## config.mk

```make
export PLATFORM = sky130hd
export DESIGN_NAME = ahbl_master
export DESIGN_NICKNAME = d
export VERILOG_FILES = /design/src/rtl/ahbl_pkg.sv /design/src/rtl/ahbl_master.sv
export SDC_FILE = /design/constraint.sdc
export NUM_CORES = 1
export LEC_CHECK = 0
export ABC_AREA = 1
export BUFFER_PORTS_ARGS = -buffer_cell sky130_fd_sc_hd__buf_2
export CAP_MARGIN = 25
export CELL_PAD_IN_SITES_DETAIL_PLACEMENT = 1
export CELL_PAD_IN_SITES_GLOBAL_PLACEMENT = 1
export CORE_MARGIN = 5
export CORE_UTILIZATION = 29
export DETAILED_ROUTE_END_ITERATION = 8
export PLACE_DENSITY = 0.77
export SYNTH_ARGS = -nofsm -noshare
export SYNTH_HDL_FRONTEND = slang
export SYNTH_SLANG_ARGS = --single-unit
```

## constraint.sdc

```tcl
create_clock -name HCLK -period 3.2 [get_ports HCLK]
set_input_delay 0.32 -clock HCLK [delete_from_list [all_inputs] [get_ports HCLK]]
set_output_delay 0.32 -clock HCLK [all_outputs]
set_load 0.02 [all_outputs]
```

## src/rtl/ahbl_pkg.sv

```systemverilog
// Shared AHB-Lite encodings, the error-handling FSM state type and a
// command-size to HSIZE helper for the ahbl_master initiator.
package ahbl_pkg;

    localparam logic [1:0] HTRANS_IDLE   = 2'b00;
    localparam logic [1:0] HTRANS_NONSEQ = 2'b10;

    localparam logic [2:0] HSIZE_BYTE = 3'b000;
    localparam logic [2:0] HSIZE_HALF = 3'b001;
    localparam logic [2:0] HSIZE_WORD = 3'b010;

    localparam logic [2:0] HBURST_SINGLE = 3'b000;
    localparam logic [3:0] HPROT_DATA    = 4'b0011;

    typedef enum logic {
        ST_OK,
        ST_ERR_CANCEL
    } err_state_e;

    // Encoding 3 is not a legal 32-bit-bus request, so it is folded onto word.
    function automatic logic [2:0] cmd_size_to_hsize(input logic [1:0] size);
        logic [2:0] hsize;
        case (size)
            2'd0:    hsize = HSIZE_BYTE;
            2'd1:    hsize = HSIZE_HALF;
            default: hsize = HSIZE_WORD;
        endcase
        return hsize;
    endfunction

endpackage

```

## src/rtl/ahbl_master.sv

```systemverilog
// AHB-Lite single-transfer initiator: valid/ready command in, pipelined NONSEQ
// transfers out, one response per command. Define AHBL_MASTER_ERROR_EN for ERROR handling.
module ahbl_master
    import ahbl_pkg::*;
(
    input  logic        HCLK,
    input  logic        HRESET,

    input  logic        cmd_valid,
    output logic        cmd_ready,
    input  logic [31:0] cmd_addr,
    input  logic        cmd_write,
    input  logic [1:0]  cmd_size,
    input  logic [31:0] cmd_wdata,

    output logic        rsp_valid,
    output logic [31:0] rsp_rdata,
    output logic        rsp_err,

    output logic [31:0] HADDR,
    output logic [1:0]  HTRANS,
    output logic        HWRITE,
    output logic [2:0]  HSIZE,
    output logic [2:0]  HBURST,
    output logic [3:0]  HPROT,
    output logic        HMASTLOCK,
    output logic [31:0] HWDATA,
    input  logic        HREADY,
    input  logic        HRESP,
    input  logic [31:0] HRDATA
);

    logic        ap_valid_q, ap_valid_d;
    logic [31:0] ap_addr_q,  ap_addr_d;
    logic        ap_write_q, ap_write_d;
    logic [2:0]  ap_size_q,  ap_size_d;
    logic [31:0] ap_wdata_q, ap_wdata_d;

    logic        dp_valid_q, dp_valid_d;
    logic        dp_write_q, dp_write_d;
    logic [31:0] hwdata_q,   hwdata_d;

    logic        rsp_valid_q, rsp_valid_d;
    logic [31:0] rsp_rdata_q, rsp_rdata_d;
    logic        rsp_err_q,   rsp_err_d;

    logic        advance;
    logic        resp_err_in;

`ifdef AHBL_MASTER_ERROR_EN
    err_state_e state_q, state_d;
    logic       err_seen;

    assign err_seen    = (state_q == ST_ERR_CANCEL);
    assign resp_err_in = HRESP;

    // OK -> ERR_CANCEL on the first (HREADY low) ERROR cycle; back on the closing edge.
    always_comb begin
        state_d = state_q;
        case (state_q)
            ST_OK:         if (dp_valid_q && HRESP && !HREADY) state_d = ST_ERR_CANCEL;
            ST_ERR_CANCEL: if (HREADY) state_d = ST_OK;
            default:       state_d = ST_OK;
        endcase
    end

    always_ff @(posedge HCLK) begin
        if (HRESET) begin
            state_q <= ST_OK;
        end else begin
            state_q <= state_d;
        end
    end
`else
    localparam logic err_seen = 1'b0;
    logic unused_hresp;

    assign unused_hresp = HRESP;
    assign resp_err_in  = 1'b0;
`endif

    assign advance   = HREADY & ~err_seen;
    assign cmd_ready = advance;

    always_comb begin
        ap_valid_d  = ap_valid_q;
        ap_addr_d   = ap_addr_q;
        ap_write_d  = ap_write_q;
        ap_size_d   = ap_size_q;
        ap_wdata_d  = ap_wdata_q;
        dp_valid_d  = dp_valid_q;
        dp_write_d  = dp_write_q;
        hwdata_d    = hwdata_q;
        rsp_valid_d = 1'b0;
        rsp_rdata_d = rsp_rdata_q;
        rsp_err_d   = rsp_err_q;

        if (advance) begin
            dp_valid_d = ap_valid_q;
            dp_write_d = ap_write_q;
            if (ap_valid_q && ap_write_q) begin
                hwdata_d = ap_wdata_q;
            end
            if (cmd_valid) begin
                ap_valid_d = 1'b1;
                ap_addr_d  = cmd_addr;
                ap_write_d = cmd_write;
                ap_size_d  = cmd_size_to_hsize(cmd_size);
                ap_wdata_d = cmd_wdata;
            end else begin
                ap_valid_d = 1'b0;
            end
        end else if (HREADY) begin
            // Closing edge of an ERROR: the errored transfer retires while the
            // cancelled address phase stays put to be re-driven next cycle.
            dp_valid_d = 1'b0;
        end

        if (dp_valid_q && HREADY) begin
            rsp_valid_d = 1'b1;
            rsp_rdata_d = dp_write_q ? 32'h0 : HRDATA;
            rsp_err_d   = resp_err_in;
        end
    end

    always_ff @(posedge HCLK) begin
        if (HRESET) begin
            ap_valid_q  <= 1'b0;
            ap_addr_q   <= 32'h0;
            ap_write_q  <= 1'b0;
            ap_size_q   <= 3'b000;
            ap_wdata_q  <= 32'h0;
            dp_valid_q  <= 1'b0;
            dp_write_q  <= 1'b0;
            hwdata_q    <= 32'h0;
            rsp_valid_q <= 1'b0;
            rsp_rdata_q <= 32'h0;
            rsp_err_q   <= 1'b0;
        end else begin
            ap_valid_q  <= ap_valid_d;
            ap_addr_q   <= ap_addr_d;
            ap_write_q  <= ap_write_d;
            ap_size_q   <= ap_size_d;
            ap_wdata_q  <= ap_wdata_d;
            dp_valid_q  <= dp_valid_d;
            dp_write_q  <= dp_write_d;
            hwdata_q    <= hwdata_d;
            rsp_valid_q <= rsp_valid_d;
            rsp_rdata_q <= rsp_rdata_d;
            rsp_err_q   <= rsp_err_d;
        end
    end

    assign HTRANS    = (ap_valid_q && !err_seen) ? HTRANS_NONSEQ : HTRANS_IDLE;
    assign HADDR     = ap_addr_q;
    assign HWRITE    = ap_write_q;
    assign HSIZE     = ap_size_q;
    assign HWDATA    = hwdata_q;
    assign HBURST    = HBURST_SINGLE;
    assign HPROT     = HPROT_DATA;
    assign HMASTLOCK = 1'b0;

    assign rsp_valid = rsp_valid_q;
    assign rsp_rdata = rsp_rdata_q;
    assign rsp_err   = rsp_err_q;

endmodule
```

==> impl_results.md, run 1 <==
* Syn Std Cell Area at roughly 5000 um^2
* Worst Max-Slew Pin Slew at 0.7394 ns
* Core area at 16700 um^2
* Synth cell types at 15
* Setup TNS at 0 ns
* Site Rows at 47
* Via count at 4741
* Worst r2r src: ap_valid_q
* First-pass GRT wire length at about 25000 um
* CP max-delay cell: buf_4
* Post-synth EDFFs at 0
* Post-synthesis async set-or-reset flop share at 0%
* CP required at 3.50 ns
* Reg2reg end: HWDATA[5]
* Vias per cell at 4.362
* Crit-path max cell delay at 0.53 ns
* Clock root buffer: clkbuf_16
* Worst setup SP type: register
* Final Cycle Share at about 44%
* # port buffers at 204
* Seq. cell area at 2703 um^2
* Seq/Total Area, Yosys at 54.37%
* Routed wire per std cell at 14.09 um
* GRT overflow at 0
* Critical path's most frequent cell: nand2_1
* Synthesized area per cell at about 7.4 um^2
* Setup crit end kind: register
* Clock skew at 0.01113 ns
* Finished Layout Cells at 1087
* Postcts setup bufs at 0
* DR pass1 iterations at 4
* Multi-input logic area at 1863 um^2
* Reg2reg setup slack at 1.80 ns
* Synth top area share at 54.37%
* Num CTS Buffers at 17
* Clock Latency Late Sink at 0.41 ns
* Hold/Removal Path Class: input pin to register
* Worst-path fanout max at 64
* Fillers at 2132
* Layout area overhead at 34.23%
* CTS Buffer Depth at 2
* H-tree levels at 4
* Worst-path clk slew at 0.06 ns
* Post-layout min period at around 1.4 ns
* Min-Delay Path Depth at 3
* Pwr dens at 597.3 nW/um^2
* Synth warn at 0
* Post-synth top cells: 199 x nor2_1, 135 x dfxtp_1, 102 x nand2_1
* Initial core utilization at 29.76%
* Max-cap viol count at 0
* RSZ-0062 raised after global routing: false
* Placed cells at 1055
* CTS tree: yes
* P_leak at 3.460 nW
* Top cells by area, synth: dfxtp_1 54%, nor2_1 15%, o21ai_0 9.0%
* DRC viols at 0
* Worst Hold Launch: cmd_addr[10]
* Status: complete, no violations
* Max VDD drop at 0.3443 mV
* Post-layout nets at 958
* Initial DRC count at 181
* ANT cells at 0
* Cell breakdown of the critical path: nand3_2 -> buf_4 -> nand2_1 -> nand2_1 -> nor2_1
* WHS Endpoint: HADDR[10]
* Yosys top cell by area: dfxtp_1
* PostCTS Resize Cnt at 0
* WL final at 15310 um
* Most common cell in the netlist: nor2_1
* Pin count of the biggest net entering global routing at 81
* Cell count after synthesis at 670
* Vias in the first global route at 4874
* CTS Sinks at 135
* Die area at 19860 um^2
* Max-slew headroom at 50.70%
* FF+latch count, synth at approximately 140
* Initial antenna violation count at 2
* Fmax at 0.7168 GHz
* Detailed Place HPWL at ~10000 um
* CP arrival at 1.69 ns
* Die X at between 100 and 150 um
* Number of I/O pins at between 200 and 250
* Fin. max-slew vios at 0
* Setup-failing EPs final at 0
* Cts hold-fix bufs at 0
* Global Route Usage Sum at between 10% and 20%
* Critical path class: register to register
* Final hold violations at 0
* RD Place Congestion at 0.7181
* Share of cells above drive strength 1 at 28.60%
* Primary FF master, synth: dfxtp_1
* Final ANT Viol Nets at 0
* Die height at 140.9 um
* R2R cell count at 5
[final cells by class]
cell class | instances | area share (%)
multi-input combinational | 449 | 27.92
clock buffer | 18 | 6.582
inverter | 39 | 2.231
sequential | 135 | 40.50
timing repair buffer | 212 | 16.99
clock inverter | 14 | 1.650
tap | 220 | 4.125
[cell families (layout without fill, tap and decap cells)]
| group | after synthesis | in the layout | share of synthesized area, % |
|---|---|---|---|
| AND/OR/NAND/NOR | 336 | 336 | 26.38 |
| flip-flops | 135 | 135 | 54.37 |
| AO/OA/AOI/OAI | 102 | 102 | 10.27 |
| buffers and inverters | 95 | 283 | 8.835 |
| other | 2 | 11 | 0.1511 |
[worst max-delay path by stage]
stage / startpoint / endpoint / slack, ns / cells after the start
5_1_grt: ap_valid_q / HWDATA[5] / 1.67 / 5
3_3_place_gp: HRESET / rsp_rdata[28] / 1.49 / 5
3_5_place_dp: HRESET / rsp_rdata[14] / 1.45 / 5
6_report: ap_valid_q / HWDATA[5] / 1.80 / 5
4_1_cts: ap_valid_q / HWDATA[5] / 1.77 / 5
2_1_floorplan: HWRITE / HWDATA[0] / 2.07 / 4
[layer usage]
metal,global-route usage (%),up-vias,part of all wire (%)
li1,-,2427,-
met1,17.90,2134,42
met2,25.60,157,47
met3,7.450,19,9.3
met4,4.437,4,1.4
met5,0,-,0.18
[critical path: cells and delay by family, from the launching register on]
family,cells,cell delay [ns]
buffers and inverters,1,0.53
AND/OR/NAND/NOR,4,0.37
flip-flops,1,0.34
[stage by stage]
step	instance area, um^2	util, %	setup slack, ns	hold slack, ns	power [mW]
floorplan	5005	-	2.068	0.3891	2.067
global placement	6068	36.34	1.488	0.4558	2.205
detailed placement	6123	36.66	1.454	0.4655	2.223
CTS	6673	39.95	1.767	0.1229	4.062
global route	6673	39.95	1.668	0.1220	4.193
finish	6673	39.95	1.805	0.1417	3.986
[state kept, by name, indices dropped and copies added, names as in the netlist]
signal,count
rsp_rdata,32
ap_wdata_q,32
rsp_valid,1
dp_valid_q,1
HADDR,32
HSIZE,2
HWDATA,32
ap_valid_q,1
HWRITE,1
dp_write_q,1
[layout by cell type (no fill, tap or decap)]
master	netlist	routed
buf_2	12	204
nor2_1	199	199
dfxtp_1	135	135
nand2_1	102	102
o21ai_0	89	89
inv_1	38	37
nand3_1	33	33
clkbuf_16	0	17
o21ai_1	11	11
conb_1	2	11
clkinv_2	0	7
clkinvlp_4	0	6
buf_4	18	5
a21oi_1	2	2
buf_16	0	2
nand2_2	1	1
inv_2	1	1
inv_4	0	1
nand3_2	1	1
bufinv_16	0	1
clkbuf_8	0	1
buf_12	0	1
[power breakdown]
part,switching (mW),internal (mW),total (mW)
clock,0.729,1.08,1.80
sequential,0.0354,1.76,1.79
combinational,0.247,0.142,0.389
total,1.01,2.97,3.99
No activity file was read; power rests on OpenSTA's default activity.
==> inputs of run 2 (changes only) <==
--- a/config.mk
+++ b/config.mk
@@ -5,7 +5,7 @@
 export SDC_FILE = /design/constraint.sdc
 export NUM_CORES = 1
 export LEC_CHECK = 0
-export ABC_AREA = 1
+export ABC_AREA = 0
 export BUFFER_PORTS_ARGS = -buffer_cell sky130_fd_sc_hd__buf_2
 export CAP_MARGIN = 25
 export CELL_PAD_IN_SITES_DETAIL_PLACEMENT = 1
@@ -13,7 +13,7 @@
 export CORE_MARGIN = 5
 export CORE_UTILIZATION = 29
 export DETAILED_ROUTE_END_ITERATION = 8
-export PLACE_DENSITY = 0.77
+export PLACE_DENSITY = 0.7
 export SYNTH_ARGS = -nofsm -noshare
 export SYNTH_HDL_FRONTEND = slang
 export SYNTH_SLANG_ARGS = --single-unit
==> constraint.sdc (replaced) <==
create_clock -name HCLK -period 1.3 [get_ports HCLK]
set_input_delay 0.13 -clock HCLK [delete_from_list [all_inputs] [get_ports HCLK]]
set_output_delay 0.13 -clock HCLK [all_outputs]
set_load 0.02 [all_outputs]
==> impl_results.md, run 2 <==
* RD Place Congestion at 0.7012 (-2.4%)
* Critical path class: register to output port
* Post-layout min period at 1.204 ns
* Clock root buffer: clkbuf_16
* Initial core utilization at 29.24% (-0.53 points)
* Synth top area share at 44.25% (-10 points)
* Post-synth EDFFs at 0 (unchanged)
* Reg2reg end: HWDATA[16]
* FF+latch count, synth at 135 (unchanged)
* CTS Sinks at 135 (unchanged)
* Final ANT Viol Nets at 0 (unchanged)
* Worst-path fanout max at 3 (-95%)
* Pin count of the biggest net entering global routing at 96 (+19%)
* Min-Delay Path Depth at 3 (unchanged)
* DRC viols at 0 (unchanged)
* Setup TNS at 0 ns (unchanged)
* Primary FF master, synth: dfxtp_1
* CP arrival at 1.07 ns (-0.62 ns)
* Global Route Usage Sum at 15.64% (+0.15 points)
* Clock skew at 0.005583 ns (-0.005549 ns)
* Num CTS Buffers at 17 (unchanged)
* Via count at 5438 (+15%)
* Postcts setup bufs at 0 (unchanged)
* Top cells by area, synth: dfxtp_1 44%, a21bo_2 16%, a21oi_1 8.1%
* Yosys top cell by area: dfxtp_1
* DR pass1 iterations at 4 (unchanged)
* H-tree levels at 4 (unchanged)
* Setup-failing EPs final at 0 (unchanged)
* Fmax at 0.8304 GHz
* Post-synthesis async set-or-reset flop share at 0% (unchanged)
* GRT overflow at 0 (unchanged)
* Die height at 155.1 um (+10%)
* Synth cell types at 15 (unchanged)
* Most common cell in the netlist: dfxtp_1
* Worst r2r src: HWRITE
* First-pass GRT wire length at 30520 um (+24%)
* Pwr dens at 1202 nW/um^2 (+100%)
* Worst Hold Launch: HRDATA[28]
* Commonest non-fill, non-tap cell in the layout: buf_2
* Die area at 24060 um^2 (+21%)
* Synthesized area per cell at 9.819 um^2 (+32%)
* Hold/Removal Path Class: input pin to register
* Post-layout nets at 995 (+3.9%)
* R2R cell count at 3 (-2)
* Site Rows at 53 (+13%)
* Most frequent cells in the layout: 201 x buf_2, 133 x dfxtp_1, 99 x a21bo_2, 99 x a21oi_1, 97 x dlygate4sd3_1
* Reg2reg setup slack at 0.13 ns (-1.67 ns)
* CTS tree: yes
* Cell count after synthesis at 622 (-7.2%)
* Die X at 155.1 um (+10%)
* Initial antenna violation count at 0 (-2)
* RSZ-0062 raised after global routing: false
* Share of cells above drive strength 1 at 39.93% (+11 points)
* Layout area overhead at 46.86%
* Vias per cell at 4.612 (+5.8%)
* Pwr Total at 10.78 mW (+170%)
* Final Cycle Share at 92.64%
* Fillers at 2417 (+13%)
* Synth warn at 0 (unchanged)
* Syn Std Cell Area at 6107 um^2 (+23%)
* Max-cap viol count at 0 (unchanged)
* Post-synth top cells: 135 x dfxtp_1, 99 x a21bo_2, 99 x a21oi_1
* Worst-path clk slew at 0.06 ns (about the same)
* Worst setup SP type: register
* Initial DRC count at 185 (+2.2%)
* # port buffers at 204 (unchanged)
* WHS Endpoint: rsp_rdata[28]
* P_leak at 3.755 nW (+8.5%)
* Detailed Place HPWL at 11320 um (+8.2%)
* Fin. max-slew vios at 0 (unchanged)
* Status: complete, no violations
* Number of I/O pins at 217 (unchanged)
* Vias in the first global route at 5836 (+20%)
* Routed wire per std cell at 15.96 um (+13%)
* Clock Latency Late Sink at 0.41 ns (about the same)
* ANT cells at 0 (unchanged)
* Core area at 20890 um^2 (+25%)
* Seq/Total Area, Yosys at 44.25% (-10 points)
* Max VDD drop at 0.8173 mV (+140%)
* CTS Buffer Depth at 2 (unchanged)
* Setup crit end kind: output port
* WL final at 18820 um (+23%)
* Final hold violations at 0 (unchanged)
* CP required at 1.17 ns (-2.33 ns)
run 2: cell types whose count changed in the layout (fill, tap and decap cells not counted), moves of 11 or more:
cell	delta
nor2_1	-195
nand3_1	+33
a21bo_2	+99
a21oi_1	+97
nand4b_1	+33
nand2b_1	+64
mux2i_1	+34
o21ai_1	-11
o21ai_0	-89
inv_1	-37
dlygate4sd3_1	+97
buf_12	+13
nand2_1	-101
run 2: power breakdown:
part           internal [mW]  switching, mW
Sequential              4.25         0.0519
Clock                   3.29           1.94
Combinational          0.639          0.609
Total                   8.18           2.60
run 2: critical path, cell delays in order (launching register included):
cell     delay [ns]
dfxtp_1        0.33
buf_4          0.14
buf_2          0.19
run 2: cell type report:
| type | count | area (um^2) | area share (%) |
|---|---|---|---|
| clock inverters | 13 | 193.9 | 2.162 |
| clock buffers | 19 | 442.9 | 4.939 |
| well taps | 275 | 344.1 | 3.836 |
| repair buffers | 324 | 2351 | 26.21 |
| flip-flops and latches | 135 | 2705 | 30.16 |
| multi-input cells | 413 | 2932 | 32.69 |
run 2: how the worst max path moves through the flow:
stage | endpoint | start | slack [ns]
after floorplan | HWDATA[10] | HWRITE | 0.15
after global placement | HWDATA[29] | HWRITE | 0.14
after detailed placement | HWDATA[24] | HWRITE | 0.07
after CTS | HWDATA[16] | HWRITE | 0.05
after global routing | HTRANS[1] | ap_valid_q | 0.05
final | HTRANS[1] | ap_valid_q | 0.1
run 2: logic make-up (layout without fill, tap and decap cells):
logic type | after synthesis | count (layout) | synth area share [%]
buffers and inverters | 83 | 356 | 8.441
muxes | 35 | 35 | 5.737
DFF | 135 | 135 | 44.25
AOI/OAI and AO/OA | 198 | 198 | 24.34
other | 2 | 11 | 0.1230
and+or+nand+nor | 169 | 169 | 17.11
run 2: repair_timing:
item                                    4_1_cts  5_1_grt
gates resized for setup                       1        2
pin swaps                                     0        1
cloned                                        0        0
hold endpoints to repair                     97        0
hold buffers                                 97        0
endpoints found under the setup margin        1        1
run 2: routing by layer:
metal	up-vias	global-route usage [%]	wire length, um
li1	2698	-	-
met1	2562	19.09	8172
met2	152	26.01	8978
met3	26	5.090	1295
met4	0	5.257	367
met5	-	0	0
run 2: stage by stage:
| step | util, % | instance area (um^2) | worst slack (ns) | hold slack [ns] | cells |
|---|---|---|---|---|---|
| after CTS | 42.91 | 8964 | 0.04605 | 0.003339 | 1179 |
| after global routing | 42.94 | 8969 | 0.05134 | 0.01658 | 1179 |
| final | 42.94 | 8969 | 0.09572 | 0.02080 | 1179 |
| after floorplan | - | 6141 | 0.1539 | 0.2775 | 631 |
| after detailed placement | 35.20 | 7352 | 0.07271 | 0.3898 | 1050 |
| after global placement | 35.20 | 7352 | 0.1430 | 0.3826 | 1050 |
==> inputs of run 3 (changes only) <==
--- a/config.mk
+++ b/config.mk
@@ -13,6 +13,7 @@
 export CORE_MARGIN = 5
 export CORE_UTILIZATION = 29
 export DETAILED_ROUTE_END_ITERATION = 8
+export MAX_ROUTING_LAYER = met4
 export PLACE_DENSITY = 0.7
 export SYNTH_ARGS = -nofsm -noshare
 export SYNTH_HDL_FRONTEND = slang
==> impl_results.md, run 3 (synthesis gave the netlist of run 2 again) <==
* Status: complete, no violations
* DRC viols at 0 (unchanged)
* Hold WS at 0.02075 ns (-0.00005170 ns)
* Routed wire per std cell at 15.95 um (about the same)
* Max-cap viol count at 0 (unchanged)
* P_leak at 3.755 nW (unchanged)
* Global Route Usage Sum at 16.08% (+0.44 points)
* DR pass1 iterations at 4 (unchanged)
* Pwr dens at 1202 nW/um^2 (about the same)
* Pin count of the biggest net entering global routing at 96 (unchanged)
* Worst setup SP type: register
* Clock Latency Late Sink at 0.41 ns (about the same)
* Reg2reg end: HWDATA[16]
* Core area at 20890 um^2 (unchanged)
* Post-layout min period at 1.202 ns (-0.002006 ns)
* Die area at 24060 um^2 (unchanged)
* Fin area at 8969 um^2 (unchanged)
* Reg2reg setup slack at 0.13 ns (about the same)
* Worst-path fanout max at 3 (unchanged)
* Critical path class: register to output port
* Share of cells above drive strength 1 at 39.93% (unchanged)
* Final Cycle Share at 92.48% (-0.15 points)
* Setup-failing EPs final at 0 (unchanged)
* Worst r2r src: HWRITE
* Cell breakdown of the critical path: buf_4 -> buf_2
* Max VDD drop at 0.8185 mV (+0.16%)
* CTS Buffer Depth at 2 (unchanged)
* Die height at 155.1 um (unchanged)
* Via count at 5439 (+0.018%)
* WL final at 18800 um (about the same)
* Fin. max-slew vios at 0 (unchanged)
* Fmax at 0.8318 GHz (+0.17%)
* Crit-path max cell delay at 0.33 ns (about the same)
* Initial core utilization at 29.24% (unchanged)
* GRT overflow at 0 (unchanged)
* Utilization after layout at 42.94% (unchanged)
* Critical Path Sink: HTRANS[1]
* Setup TNS at 0 ns (unchanged)
* R2R cell count at 3 (unchanged)
* Hold/Removal Path Class: input pin to register
* RD Place Congestion at 0.7090 (+1.1%)
* WP buf/inv at 2 (unchanged)
* Post-layout nets at 995 (unchanged)
* Final hold violations at 0 (unchanged)
* CTS Sinks at 135 (unchanged)
* H-tree levels at 4 (unchanged)
* CP required at 1.17 ns (about the same)
* Clock skew at 0.006040 ns (+0.0004564 ns)
* First-pass GRT wire length at 30470 um (-0.16%)
* Site Rows at 53 (unchanged)
* Placed inst area at 7352 um^2 (unchanged)
* Crit. path cell count at 2 (unchanged)
* Vias per cell at 4.613 (about the same)
* Initial DRC count at 164 (-11%)
* Final ANT Viol Nets at 0 (unchanged)
* CP arrival at 1.07 ns (about the same)
* Worst-path clk slew at 0.06 ns (about the same)
* Vias in the first global route at 5857 (+0.36%)
* CP max-delay cell: dfxtp_1
* Layout area overhead at 46.86% (unchanged)
* Min-Delay Path Depth at 3 (unchanged)
* Commonest non-fill, non-tap cell in the layout: buf_2
* Critical Path Start: ap_valid_q
* # port buffers at 204 (unchanged)
* Initial antenna violation count at 0 (unchanged)
* Delay-heaviest family, CP: flip-flops
* Setup crit end kind: output port
* Clock root buffer: clkbuf_16
* Most frequent cells in the layout: 201 x buf_2, 133 x dfxtp_1, 99 x a21bo_2, 99 x a21oi_1, 97 x dlygate4sd3_1
* Number of I/O pins at 217 (unchanged)
* ANT cells at 0 (unchanged)
* CTS tree: yes
* Num CTS Buffers at 17 (unchanged)
* Die X at 155.1 um (unchanged)
* RSZ-0062 raised after global routing: false
* Detailed Place HPWL at 11320 um (unchanged)
* Postcts setup bufs at 0 (unchanged)
## run 3: cell counts in the layout (fill, tap and decap cells not counted)
No cell type changed its count.
## run 3: area by class of cell
| cell class | count | area (um^2) |
|---|---|---|
| Clock buffer | 19 | 442.9 |
| Clock inverter | 13 | 193.9 |
| Timing Repair Buffer | 324 | 2351 |
| Fill cell | 2417 | 11920 |
| Sequential cell | 135 | 2705 |
| Multi-Input combinational cell | 413 | 2932 |
| Tap cell | 275 | 344.1 |
## run 3: how the worst min path moves through the flow
| stage | slack (ns) | to | from |
|---|---|---|---|
| after global placement | 0.38 | HADDR[26] | cmd_addr[26] |
| final | 0.02 | rsp_rdata[28] | HRDATA[28] |
| after global routing | 0.02 | rsp_rdata[28] | HRDATA[28] |
| after floorplan | 0.28 | HADDR[23] | cmd_addr[23] |
| after detailed placement | 0.39 | HADDR[26] | cmd_addr[26] |
| after CTS | 0.003 | rsp_rdata[28] | HRDATA[28] |
## run 3: metal layers
layer	global-route usage, %	vias to the layer above	routed length [um]
li1	-	2700	-
met1	19.57	2556	8325
met2	25.97	155	8990
met3	4.312	28	1108
met4	5.257	0	378
met5	-	-	0
## run 3: worst reg2reg max path, cell delays in order, from the launching register on
cell     delay, ns
dfxtp_2       0.36
and3_4        0.26
buf_12        0.21
mux2i_2       0.26
## run 3: repair_timing
item,in CTS,in global routing
endpoints found under the hold margin,97,0
hold buffers,97,0
gates cloned,0,0
resized for setup,1,2
pin swaps,0,1
setup endpoints to repair,1,1
## run 3: per-stage QoR
| stage | std cells | total power, mW | setup WS (ns) |
|---|---|---|---|
| floorplan | 631 | 5.049 | 0.1539 |
| global placement | 1050 | 5.389 | 0.1430 |
| detailed placement | 1050 | 5.405 | 0.07271 |
| CTS | 1179 | 10.94 | 0.04605 |
| global route | 1179 | 11.25 | 0.05134 |
| finish | 1179 | 10.78 | 0.09773 |
## run 3: power by group
group | switching (mW) | total (mW) | internal [mW] | leakage [nW]
clock | 1.94 | 5.23 | 3.29 | 0.309
combinational | 0.607 | 1.25 | 0.639 | 2.35
sequential | 0.0520 | 4.30 | 4.25 | 1.10
total | 2.60 | 10.8 | 8.18 | 3.75
